===== config.mk =====
export PLATFORM = sky130hd
export DESIGN_NAME = mmio_de10
export DESIGN_NICKNAME = d
export VERILOG_FILES = /design/src/rtl/mmio_de10.sv
export SDC_FILE = /design/constraint.sdc
export NUM_CORES = 1
export LEC_CHECK = 0
export ABC_AREA = 0
export CAP_MARGIN = 20
export CELL_PAD_IN_SITES_DETAIL_PLACEMENT = 0
export CELL_PAD_IN_SITES_GLOBAL_PLACEMENT = 1
export CORE_MARGIN = 2
export CORE_UTILIZATION = 43
export DETAILED_ROUTE_END_ITERATION = 8
export GPL_TIMING_DRIVEN = 0
export MAX_ROUTING_LAYER = met4
export PLACE_DENSITY_LB_ADDON = 0.1
export SETUP_SLACK_MARGIN = 0.15
export SYNTH_ARGS = -nofsm -noshare
export SYNTH_HDL_FRONTEND = slang
export SYNTH_SLANG_ARGS = --single-unit

===== constraint.sdc =====
create_clock -name clk -period 8.3 [get_ports clk]
set_clock_uncertainty 0.05 [all_clocks]
set_input_delay 2.075 -clock clk [delete_from_list [all_inputs] [get_ports clk]]
set_output_delay 2.075 -clock clk [all_outputs]
set_load 0.05 [all_outputs]

===== src/rtl/mmio_de10.sv =====
// DE10-Lite memory-mapped I/O block: LEDs, six 7-segment digits, debounced switches
// with a change flag, and a free-running millisecond counter on the single-cycle data bus.
module mmio_de10 #(
    parameter int unsigned DATA_WIDTH      = 32,
    parameter logic [31:0] MMIO_BASE       = 32'hFFFF_FF00,
    parameter int unsigned CLK_HZ          = 50_000_000,
    parameter int unsigned DEBOUNCE_CYCLES = 500_000
) (
    input  logic                  clk,
    input  logic                  reset,
    input  logic                  mem_write,
    input  logic [DATA_WIDTH-1:0] data_addr,
    input  logic [DATA_WIDTH-1:0] write_data,
    output logic                  sel,
    output logic [DATA_WIDTH-1:0] read_data,
    input  logic [9:0]            sw,
    output logic [9:0]            ledr,
    output logic [7:0]            hex0,
    output logic [7:0]            hex1,
    output logic [7:0]            hex2,
    output logic [7:0]            hex3,
    output logic [7:0]            hex4,
    output logic [7:0]            hex5
);

    localparam int unsigned PRESCALE = CLK_HZ / 1000;
    localparam int unsigned PS_W     = (PRESCALE > 1) ? $clog2(PRESCALE) : 1;
    localparam int unsigned DB_W     = (DEBOUNCE_CYCLES > 1) ? $clog2(DEBOUNCE_CYCLES) : 1;

    localparam logic [5:0] W_LED    = 6'h00;
    localparam logic [5:0] W_HEXVAL = 6'h01;
    localparam logic [5:0] W_BLANK  = 6'h02;
    localparam logic [5:0] W_SW     = 6'h03;
    localparam logic [5:0] W_MS     = 6'h04;
    localparam logic [5:0] W_SWCHG  = 6'h05;

    logic [9:0]            led_q,    led_d;
    logic [23:0]           hexval_q, hexval_d;
    logic [5:0]            blank_q,  blank_d;
    logic [9:0]            sync1_q,  sync2_q, prev_q;
    logic [9:0]            deb_q,    deb_d;
    logic [DB_W-1:0]       db_cnt_q, db_cnt_d;
    logic [DATA_WIDTH-1:0] ms_q,     ms_d;
    logic [PS_W-1:0]       ps_q,     ps_d;
    logic                  swchg_q,  swchg_d;
    logic                  db_upd;
    logic                  wr;
    logic [5:0]            word;
    logic [7:0]            hex_c [6];
    logic                  unused_addr_bits;

    assign sel              = (data_addr[31:8] == MMIO_BASE[31:8]);
    assign word             = data_addr[7:2];
    assign wr               = mem_write && sel;
    assign unused_addr_bits = ^data_addr[1:0];

    // Next-state for every register; debounce update outranks a same-edge SWCHG clear.
    always_comb begin
        led_d    = led_q;
        hexval_d = hexval_q;
        blank_d  = blank_q;
        deb_d    = deb_q;
        db_cnt_d = db_cnt_q;
        ms_d     = ms_q;
        ps_d     = ps_q;
        swchg_d  = swchg_q;
        db_upd   = 1'b0;

        if (sync2_q != prev_q || sync2_q == deb_q) begin
            db_cnt_d = '0;
        end else if (db_cnt_q == DB_W'(DEBOUNCE_CYCLES - 1)) begin
            deb_d    = sync2_q;
            db_cnt_d = '0;
            db_upd   = 1'b1;
        end else begin
            db_cnt_d = db_cnt_q + DB_W'(1);
        end

        if (wr && word == W_MS) begin
            ms_d = write_data;
            ps_d = '0;
        end else if (ps_q == PS_W'(PRESCALE - 1)) begin
            ps_d = '0;
            ms_d = ms_q + DATA_WIDTH'(1);
        end else begin
            ps_d = ps_q + PS_W'(1);
        end

        if (wr && word == W_LED)    led_d    = write_data[9:0];
        if (wr && word == W_HEXVAL) hexval_d = write_data[23:0];
        if (wr && word == W_BLANK)  blank_d  = write_data[5:0];

        if (db_upd) begin
            swchg_d = 1'b1;
        end else if (wr && word == W_SWCHG && write_data[0]) begin
            swchg_d = 1'b0;
        end
    end

    always_ff @(posedge clk) begin
        if (reset) begin
            led_q    <= '0;
            hexval_q <= '0;
            blank_q  <= 6'h3F;
            sync1_q  <= '0;
            sync2_q  <= '0;
            prev_q   <= '0;
            deb_q    <= '0;
            db_cnt_q <= '0;
            ms_q     <= '0;
            ps_q     <= '0;
            swchg_q  <= 1'b0;
        end else begin
            led_q    <= led_d;
            hexval_q <= hexval_d;
            blank_q  <= blank_d;
            sync1_q  <= sw;
            sync2_q  <= sync1_q;
            prev_q   <= sync2_q;
            deb_q    <= deb_d;
            db_cnt_q <= db_cnt_d;
            ms_q     <= ms_d;
            ps_q     <= ps_d;
            swchg_q  <= swchg_d;
        end
    end

    // Combinational read path so the core can load in the same cycle.
    always_comb begin
        read_data = '0;
        if (sel) begin
            case (word)
                W_LED:    read_data = DATA_WIDTH'(led_q);
                W_HEXVAL: read_data = DATA_WIDTH'(hexval_q);
                W_BLANK:  read_data = DATA_WIDTH'(blank_q);
                W_SW:     read_data = DATA_WIDTH'(deb_q);
                W_MS:     read_data = ms_q;
                W_SWCHG:  read_data = DATA_WIDTH'(swchg_q);
                default:  read_data = '0;
            endcase
        end
    end

    // Active-low segments g..a for a hex nibble.
    function automatic logic [6:0] seg7(input logic [3:0] n);
        case (n)
            4'h0: return 7'h40;
            4'h1: return 7'h79;
            4'h2: return 7'h24;
            4'h3: return 7'h30;
            4'h4: return 7'h19;
            4'h5: return 7'h12;
            4'h6: return 7'h02;
            4'h7: return 7'h78;
            4'h8: return 7'h00;
            4'h9: return 7'h10;
            4'hA: return 7'h08;
            4'hB: return 7'h03;
            4'hC: return 7'h46;
            4'hD: return 7'h21;
            4'hE: return 7'h06;
            default: return 7'h0E;
        endcase
    endfunction

    always_comb begin
        for (int k = 0; k < 6; k++) begin
            hex_c[k] = blank_q[k] ? 8'hFF : {1'b1, seg7(hexval_q[4*k +: 4])};
        end
    end

    assign ledr = led_q;
    assign hex0 = hex_c[0];
    assign hex1 = hex_c[1];
    assign hex2 = hex_c[2];
    assign hex3 = hex_c[3];
    assign hex4 = hex_c[4];
    assign hex5 = hex_c[5];

endmodule


==> results.cfg, run 1 <==
[place]
numPortBuffers = 158
placed_cells = 1653
place_area_um2 = 12100
routabilityCongestion = 0.937
pre_cts_slack_ns = 0.0738
dp_hpwl_mm = 23.5

[clock_network]
clock_path_buffers = 2
clk_pin_slew_ns = 0.08
htreeDepth = 4
cts_buffers = 17
tritoncts = built
clockRootBuffer = clkbuf_16
clock_sinks = 190
clock_latency_ns = 0.45

[hold_path]
worstHoldStart = sync1_q[4]$_SDFF_PP0_
hold_path_end = sync2_q[4]$_SDFF_PP0_
hp-class = reg -> reg
whs_path_depth = 1

[timing]
setup-tns-final_ns = 0
slew_headroom_pct = 34.4
grt_setup_unrepaired = false
setup_ws_ns = 0.559
max_freq_mhz = 129
setup_viol = 0
drv_slew = 0
post-route-period-util_pct = 93.3
finalHoldViolCount = 0
tightest_slew_ns = 0.983
fin_hold_ws_ns = 0.391
fin_crit_ns = 7.74

[die]
die_h_um = 157
num_rows = 55
io_pins = 168
core_area_um2 = 22800
die_w_um = 157
die-area_um2 = 24700
start_util_pct = 44.1

[routing]
avgViaCountPerCell = 5.47
num_vias = 9238
wl_per_cell_um = 18.8
postRouteAntennaNets = 0
routed_wl_mm = 31.7
drt-pass1-iter-count = 5
drtIter0Drc = 788
drcViolationCount = 0

[worst_setup_path]
ff2ff_path_depth = 7
path_cells = clkdlybuf4s50_1, or4_4, nor3b_2, clkbuf_1, nand2_1, a31oi_1, clkdlybuf4s50_1
slowest_stage = clkdlybuf4s50_1
critPathTopFamily = buffers and inverters
cpPeakStageDelay_ns = 0.87
r2r-start = sync2_q[8]$_SDFF_PP0_
critPathBufInv = 3
path_depth = 7
cp_max_fo = 10
cp.required_ns = 6.18
crit_top_cell = clkdlybuf4s50_1
start_kind = input pin
critPathArrivalTime_ns = 5.62
reg2reg_to = db_cnt_q[16]$_SDFF_PP0_
path_class = in -> out
rrSetupSlack_ns = 5.62
cp-end-kind = output pin

[final_layout]
layoutNonFillerInstCount = 1688
fin_nets = 1478
layout_common_cells = 190 x dfxtp_1, 158 x clkdlybuf4s50_1, 146 x nor2_1
final_area_um2 = 12700
layout-drive-gt1-share_pct = 8.95
final_core_util_pct = 55.4
mostFrequentLayoutCell = dfxtp_1
n_antenna_cell = 0
syn2layout_area_growth_pct = 25.7

[global_route]
grt_overflow = 0
grt_pass1_vias = 8767
grt_first_pass_wirelength_mm = 48.7
track_usage_pct = 26.5
antenna_found_initial = 0
grt_max_degree = 20

[yosys]
synth_edf_count = 0
yosysWarnings = 0
yosys-top-cells-area = dfxtp_1 38%, nor2_1 5.4%, mux2i_1 5.3%, ha_1 4.8%, xnor2_1 4.1%
synth_top_area_cell = dfxtp_1
synth-seq-area-share_pct = 37.8
syn_area_per_cell_um2 = 8.56
synth_ff_type = dfxtp_1
netlist.area_leader.share_pct = 37.8
syn_inst = 1177
synthArstFlopShare_pct = 0
ys_types = 66
synthesis.area_um2 = 10100
ys_ff_latch = 190

[run_status]
status = finished, final reports clean

[job]
max-cap-violations = 0

[pwr]
p_sw_uw = 477
power_density_nw_per_um2 = 146
p_comb_share_pct = 6.2
internal_power_mw = 1.37
seqPwrFrac_pct = 50.0
peakVddDrop_v = 0.000106
total_power_mw = 1.85
leakagePower_nw = 4.53
pwr-share-clk_pct = 43.9
sw_frac_of_total_pct = 25.8
cell usage after synthesis (4+ instances only):
cell and number:
a211oi_1 35, a21oi_1 54, a221oi_1 9, a22oi_1 27
a311oi_1 5, a31oi_1 6, a32o_1 5, and2_0 4
and2_1 13, and3_1 10, and4_1 8, buf_1 4
buf_2 5, buf_4 11, clkbuf_1 43, dfxtp_1 190
ha_1 39, inv_1 38, inv_2 5, mux2i_1 53
nand2_1 77, nand2b_1 4, nand3_1 36, nand3b_1 4
nand4_1 28, nor2_1 146, nor2b_1 38, nor3_1 15
nor3_2 5, nor3b_1 13, nor4_1 4, nor4b_1 5
o211ai_1 5, o21ai_0 35, o22ai_1 8, o311ai_0 5
or2_1 5, or2_2 44, or3_1 14, or4_1 7
xnor2_1 47, xor2_1 30
logic make-up after synthesis:
group           after synthesis  share of synthesized area [%]
xor+xnor                     77                           6.70
fa+ha+maj                    39                           4.85
other cells                   1                         0.0372
simple gates                500                           27.0
flops                       190                           37.8
compound gates              209                           13.7
mux                          54                           5.38
buf+inv                     107                           4.54
what timing repair did:
item,4_1_cts,5_1_grt
gates resized for setup,1,0
setup buffers,0,3
hold buffers,0,0
pin swaps,0,1
setup endpoints to repair,13,1
layer usage:
| metal | global-route usage, % | vias to the layer above | part of all wire [%] |
|---|---|---|---|
| met5 | - | - | 0 |
| met4 | 6.10 | 0 | 1.3 |
| met3 | 4.57 | 36 | 7.1 |
| met2 | 42.1 | 372 | 46 |
| met1 | 35.3 | 4330 | 46 |
| li1 | - | 4500 | - |
area by class of cell:
cell class,count,area (um^2)
buffer,64,295
clock buffer,19,433
clock inverter,13,135
fill,2248,10200
inverter,43,161
multi-input combinational,885,5840
sequential,190,3800
tap,313,392
timing repair buffer,161,1600
power by group through the flow:
stage               Combinational [mW]  Clock (mW)  Sequential, mW
floorplan                       0.0453           0           0.943
global placement                 0.112           0           0.944
detailed placement               0.112           0           0.945
CTS                              0.112       0.824           0.923
global route                     0.120       0.861           0.924
finish                           0.114       0.811           0.923
worst max-delay path by stage:
stage	start	to	slack [ns]
finish	data_addr[5]	read_data[7]	0.56
global route	data_addr[5]	read_data[6]	0.42
CTS	data_addr[27]	read_data[9]	0.36
detailed placement	data_addr[27]	read_data[9]	0.07
global placement	data_addr[28]	read_data[9]	0.02
floorplan	data_addr[28]	read_data[9]	1.77
Power figures use the tool's default switching activity.
==> inputs of run 2 (changes only) <==
--- a/config.mk
+++ b/config.mk
@@ -15,7 +15,7 @@
 export GPL_TIMING_DRIVEN = 0
 export MAX_ROUTING_LAYER = met4
 export PLACE_DENSITY_LB_ADDON = 0.1
-export SETUP_SLACK_MARGIN = 0.15
+export SETUP_SLACK_MARGIN = 0.1
 export SYNTH_ARGS = -nofsm -noshare
 export SYNTH_HDL_FRONTEND = slang
 export SYNTH_SLANG_ARGS = --single-unit
==> run 2 against run 1 <==
- global-route usage unchanged
- worst setup slack got worse by 0.37 ns
- via count up 0.15%
- cell count shrank 0.18%
- die area is the same
==> results.cfg, run 2 (synthesis gave the netlist of run 1 again) <==
[place]
dp_hpwl_mm = 23.5
routabilityCongestion = 0.937
placed_cells = 1653
numPortBuffers = 158
pre_cts_slack_ns = 0.0738

[job]
max-cap-violations = 0

[die]
core_area_um2 = 22800
num_rows = 55
start_util_pct = 44.1
die-area_um2 = 24700
io_pins = 168
die_h_um = 157
die_w_um = 157

[timing]
setup_viol = 0
grt_setup_unrepaired = false
setup_ws_ns = 0.190
max_freq_mhz = 123
fin_crit_ns = 8.11
slew_headroom_pct = 35.5
tightest_slew_ns = 0.967
drv_slew = 0
setup-tns-final_ns = 0
finalHoldViolCount = 0
post-route-period-util_pct = 97.7

[pwr]
peakVddDrop_v = 0.000106
leakagePower_nw = 4.51
p_sw_uw = 477
pwr-share-clk_pct = 43.9
sw_frac_of_total_pct = 25.8
seqPwrFrac_pct = 50.0
p_comb_share_pct = 6.1
power_density_nw_per_um2 = 146
internal_power_mw = 1.37

[worst_setup_path]
cp-end-kind = output pin
critPathArrivalTime_ns = 5.98
cp.required_ns = 6.18
path_class = in -> out
ff2ff_path_depth = 7
cp_max_fo = 10
start_kind = input pin

[hold_path]
whs_path_depth = 1
hp-class = reg -> reg

[clock_network]
tritoncts = built
clk_pin_slew_ns = 0.08
cts_buffers = 17
clock_latency_ns = 0.45
post_cts_buffers = 0
clockRootBuffer = clkbuf_16
htreeDepth = 4
clock_sinks = 190
cts_resized = 1
clock_path_buffers = 2
hold_buffers = 0

[routing]
wl_met2_mm = 14.6
avgViaCountPerCell = 5.49
drtIter0Drc = 728
wl_met3_mm = 2.21
num_vias = 9252
drt-pass1-iter-count = 5
drcViolationCount = 0
routed_wl_mm = 31.6
top_layer_used = met4
wl_met1_mm = 14.4
wl_per_cell_um = 18.8
postRouteAntennaNets = 0

[final_layout]
final_core_util_pct = 55.3
syn2layout_area_growth_pct = 25.5
mostFrequentLayoutCell = dfxtp_1
layout_common_cells = 190 x dfxtp_1, 158 x clkdlybuf4s50_1, 146 x nor2_1
layout-drive-gt1-share_pct = 8.75
layoutNonFillerInstCount = 1685
n_antenna_cell = 0
fin_nets = 1475

[global_route]
antenna_found_initial = 0
track_usage_pct = 26.5
grt_overflow = 0
grt_max_degree = 20
grt_pass1_vias = 8767
grt_first_pass_wirelength_mm = 48.7

[run_status]
status = finished, final reports clean
run 2: changes by cell type in the layout (fill, tap and decap cells not counted), sizes merged:
cell  before  now
buf       24   21
run 2: metrics by stage:
step | hold slack, ns | power, mW | instance area, um^2
finish | 0.391 | 1.85 | 12600
detailed placement | 0.373 | 1.06 | 12100
global placement | 0.367 | 1.06 | 12100
global route | 0.413 | 1.91 | 12600
floorplan | 0.364 | 0.988 | 10100
CTS | 0.394 | 1.86 | 12600
run 2: final timing paths:
kind | to | slack (ns) | from
min reg2reg | sync2_q[4]$_SDFF_PP0_ | 0.39 | sync1_q[4]$_SDFF_PP0_
max reg2reg | db_cnt_q[16]$_SDFF_PP0_ | 5.61 | sync2_q[8]$_SDFF_PP0_
max | read_data[9] | 0.19 | data_addr[27]
min | sync2_q[4]$_SDFF_PP0_ | 0.39 | sync1_q[4]$_SDFF_PP0_
run 2: metal layers:
| layer | vias to the layer above | track usage [%] |
|---|---|---|
| li1 | 4498 | - |
| met1 | 4331 | 35.3 |
| met2 | 391 | 42.1 |
| met3 | 32 | 4.57 |
| met4 | 0 | 6.10 |
| met5 | - | - |
run 2: power by group through the flow:
stage | logic, mW | clock network (mW) | registers (mW)
floorplan | 0.0453 | 0 | 0.943
global placement | 0.112 | 0 | 0.944
detailed placement | 0.112 | 0 | 0.945
CTS | 0.112 | 0.824 | 0.923
global route | 0.120 | 0.861 | 0.924
finish | 0.113 | 0.810 | 0.923
run 2: cell type report:
type	instances	area [um^2]
fill	2246	10200
multi-input combinational	885	5840
sequential	190	3800
timing repair buffer	158	1580
clock buffer	19	433
tap	313	392
buffer	64	295
inverter	43	161
clock inverter	13	135
run 2: worst max-delay path: stages:
cell and delay [ns]:
clkdlybuf4s50_1 0.45, nand4_1 0.16, nor4_4 0.73, buf_2 0.43, nand2_1 0.20, a211o_1 0.35
buf_1 0.32, a31oi_1 0.37, clkdlybuf4s50_1 0.87
==> inputs of run 3 (changes only) <==
--- a/config.mk
+++ b/config.mk
@@ -9,10 +9,9 @@
 export CAP_MARGIN = 20
 export CELL_PAD_IN_SITES_DETAIL_PLACEMENT = 0
 export CELL_PAD_IN_SITES_GLOBAL_PLACEMENT = 1
-export CORE_MARGIN = 2
 export CORE_UTILIZATION = 43
+export CTS_CLUSTER_SIZE = 40
 export DETAILED_ROUTE_END_ITERATION = 8
-export GPL_TIMING_DRIVEN = 0
 export MAX_ROUTING_LAYER = met4
 export PLACE_DENSITY_LB_ADDON = 0.1
 export SETUP_SLACK_MARGIN = 0.1
==> run 3 against run 2 <==
- maximum frequency grew 10%
- combinational power shrank 12%
- worst setup slack gained 0.77 ns
- register-to-register slack lost 0.15 ns
- via count shrank 5.8%
- total power grew 0.26%
- critical path type unchanged
==> results.cfg, run 3 (synthesis gave the netlist of run 1 again) <==
[final_layout]
final_area_um2 = 12500
syn2layout_area_growth_pct = 24.0
n_antenna_cell = 0
multi_input_area_um2 = 5840
layout-drive-gt1-share_pct = 8.79
nFillCells = 2211
mostFrequentLayoutCell = dfxtp_1
fin_nets = 1422
regArea_um2 = 3800
layout_common_cells = 190 x dfxtp_1, 158 x clkdlybuf4s50_1, 146 x nor2_1

[worst_setup_path]
critPathArrivalTime_ns = 5.22
cp.required_ns = 6.18
slowest_stage = clkdlybuf4s50_1
cp-end-kind = output pin
rrSetupSlack_ns = 5.46
crit_start = data_addr[19]
path_class = in -> out
cpPeakStageDelay_ns = 0.86
reg2reg_to = ms_q[23]$_SDFFE_PP0P_
cp_max_fo = 23
path_cells = clkdlybuf4s50_1, and4_1, and2_0, nand2_1, a211o_1, a31oi_1, clkdlybuf4s50_1
ff2ff_path_depth = 7
start_kind = input pin
crit_top_cell = clkdlybuf4s50_1
crit_path_end = read_data[6]
r2r-start = ps_q[5]$_SDFF_PP0_

[die]
die-area_um2 = 24000
start_util_pct = 44.2
num_rows = 55
die_w_um = 155
io_pins = 168
die_h_um = 155
core_area_um2 = 22800

[timing]
max_freq_mhz = 136
drv_slew = 0
slew_headroom_pct = 38.8
setup-tns-final_ns = 0
tightest_slew_ns = 0.915
finalHoldViolCount = 0
fin_crit_ns = 7.34
post-route-period-util_pct = 88.5
fin_hold_ws_ns = 0.388
setup_viol = 0
grt_setup_unrepaired = false

[routing]
postRouteAntennaNets = 0
routed_wl_mm = 26.9
drcViolationCount = 0
num_vias = 8712
drtIter0Drc = 522
avgViaCountPerCell = 5.34
drt-pass1-iter-count = 7
wl_per_cell_um = 16.5

[clock_network]
cts_buffers = 17
clock_path_buffers = 2
hold_buffers = 0
clock_sinks = 190
cts_resized = 0
clock_latency_ns = 0.44
clockRootBuffer = clkbuf_16
clk_pin_slew_ns = 0.08
tritoncts = built
htreeDepth = 4
post_cts_buffers = 0

[pwr]
leakagePower_nw = 4.46
peakVddDrop_v = 0.000127
power_density_nw_per_um2 = 148

[global_route]
grt_overflow = 0
grt_first_pass_wirelength_mm = 43.0
track_usage_pct = 23.4
grt_pass1_vias = 8023
grt_max_degree = 170
antenna_found_initial = 0

[job]
max-cap-violations = 0

[place]
routabilityCongestion = 0.869
dp_hpwl_mm = 19.4
numPortBuffers = 159
place_area_um2 = 11900

[run_status]
status = finished, final reports clean

[hold_path]
hp-class = reg -> reg
-- run 3: changes by cell type in the layout (fill, tap and decap cells not counted), sizes merged --
cell	before	now
inv	53	50
buf	21	11
clkinv	3	7
clkbuf	62	18
-- run 3: final cells by class --
cell class	instances	area share, %
multi-input cells	885	46.8
flip-flops and latches	190	30.5
repair buffers	169	13.4
clock buffers	18	3.52
well taps	313	3.14
clock inverters	14	1.34
inverters	43	1.29
-- run 3: worst min path at each step --
stage                          start                     to  slack (ns)  cells after the start
2_1_floorplan  sync1_q[0]$_SDFF_PP0_  sync2_q[0]$_SDFF_PP0_        0.36                      1
3_5_place_dp   sync1_q[3]$_SDFF_PP0_  sync2_q[3]$_SDFF_PP0_        0.37                      1
3_3_place_gp   sync1_q[5]$_SDFF_PP0_  sync2_q[5]$_SDFF_PP0_        0.37                      1
6_report       sync1_q[5]$_SDFF_PP0_  sync2_q[5]$_SDFF_PP0_        0.39                      1
5_1_grt        sync1_q[5]$_SDFF_PP0_  sync2_q[5]$_SDFF_PP0_        0.40                      1
4_1_cts        sync1_q[3]$_SDFF_PP0_  sync2_q[3]$_SDFF_PP0_        0.39                      1
-- run 3: per-stage QoR --
stage	setup slack (ns)	instances	power (mW)	utilization [%]
6_report	0.958	1632	1.85	54.8
4_1_cts	0.972	1632	1.87	54.8
3_5_place_dp	0.981	1600	1.04	52.1
5_1_grt	0.833	1632	1.92	54.8
2_1_floorplan	1.77	1182	0.988	-
3_3_place_gp	0.979	1600	1.04	52.1
-- run 3: per-layer routing --
layer | GRT usage, % | vias up | share of wire, %
li1 | - | 4379 | -
met1 | 31.1 | 4083 | 48
met2 | 37.1 | 227 | 46
met3 | 3.37 | 23 | 4.2
met4 | 6.51 | 0 | 1.4
met5 | - | - | 0
-- run 3: critical path, delay by kind of cell --
family | cells | cell delay [ns]
simple gates | 3 | 0.82
compound gates | 2 | 0.99
buf+inv | 2 | 1.32
-- run 3: power breakdown --
group / switching, mW / internal [mW]
clock network: 0.415 / 0.415
registers: 0.00517 / 0.918
logic: 0.0523 / 0.0467
total: 0.472 / 1.38
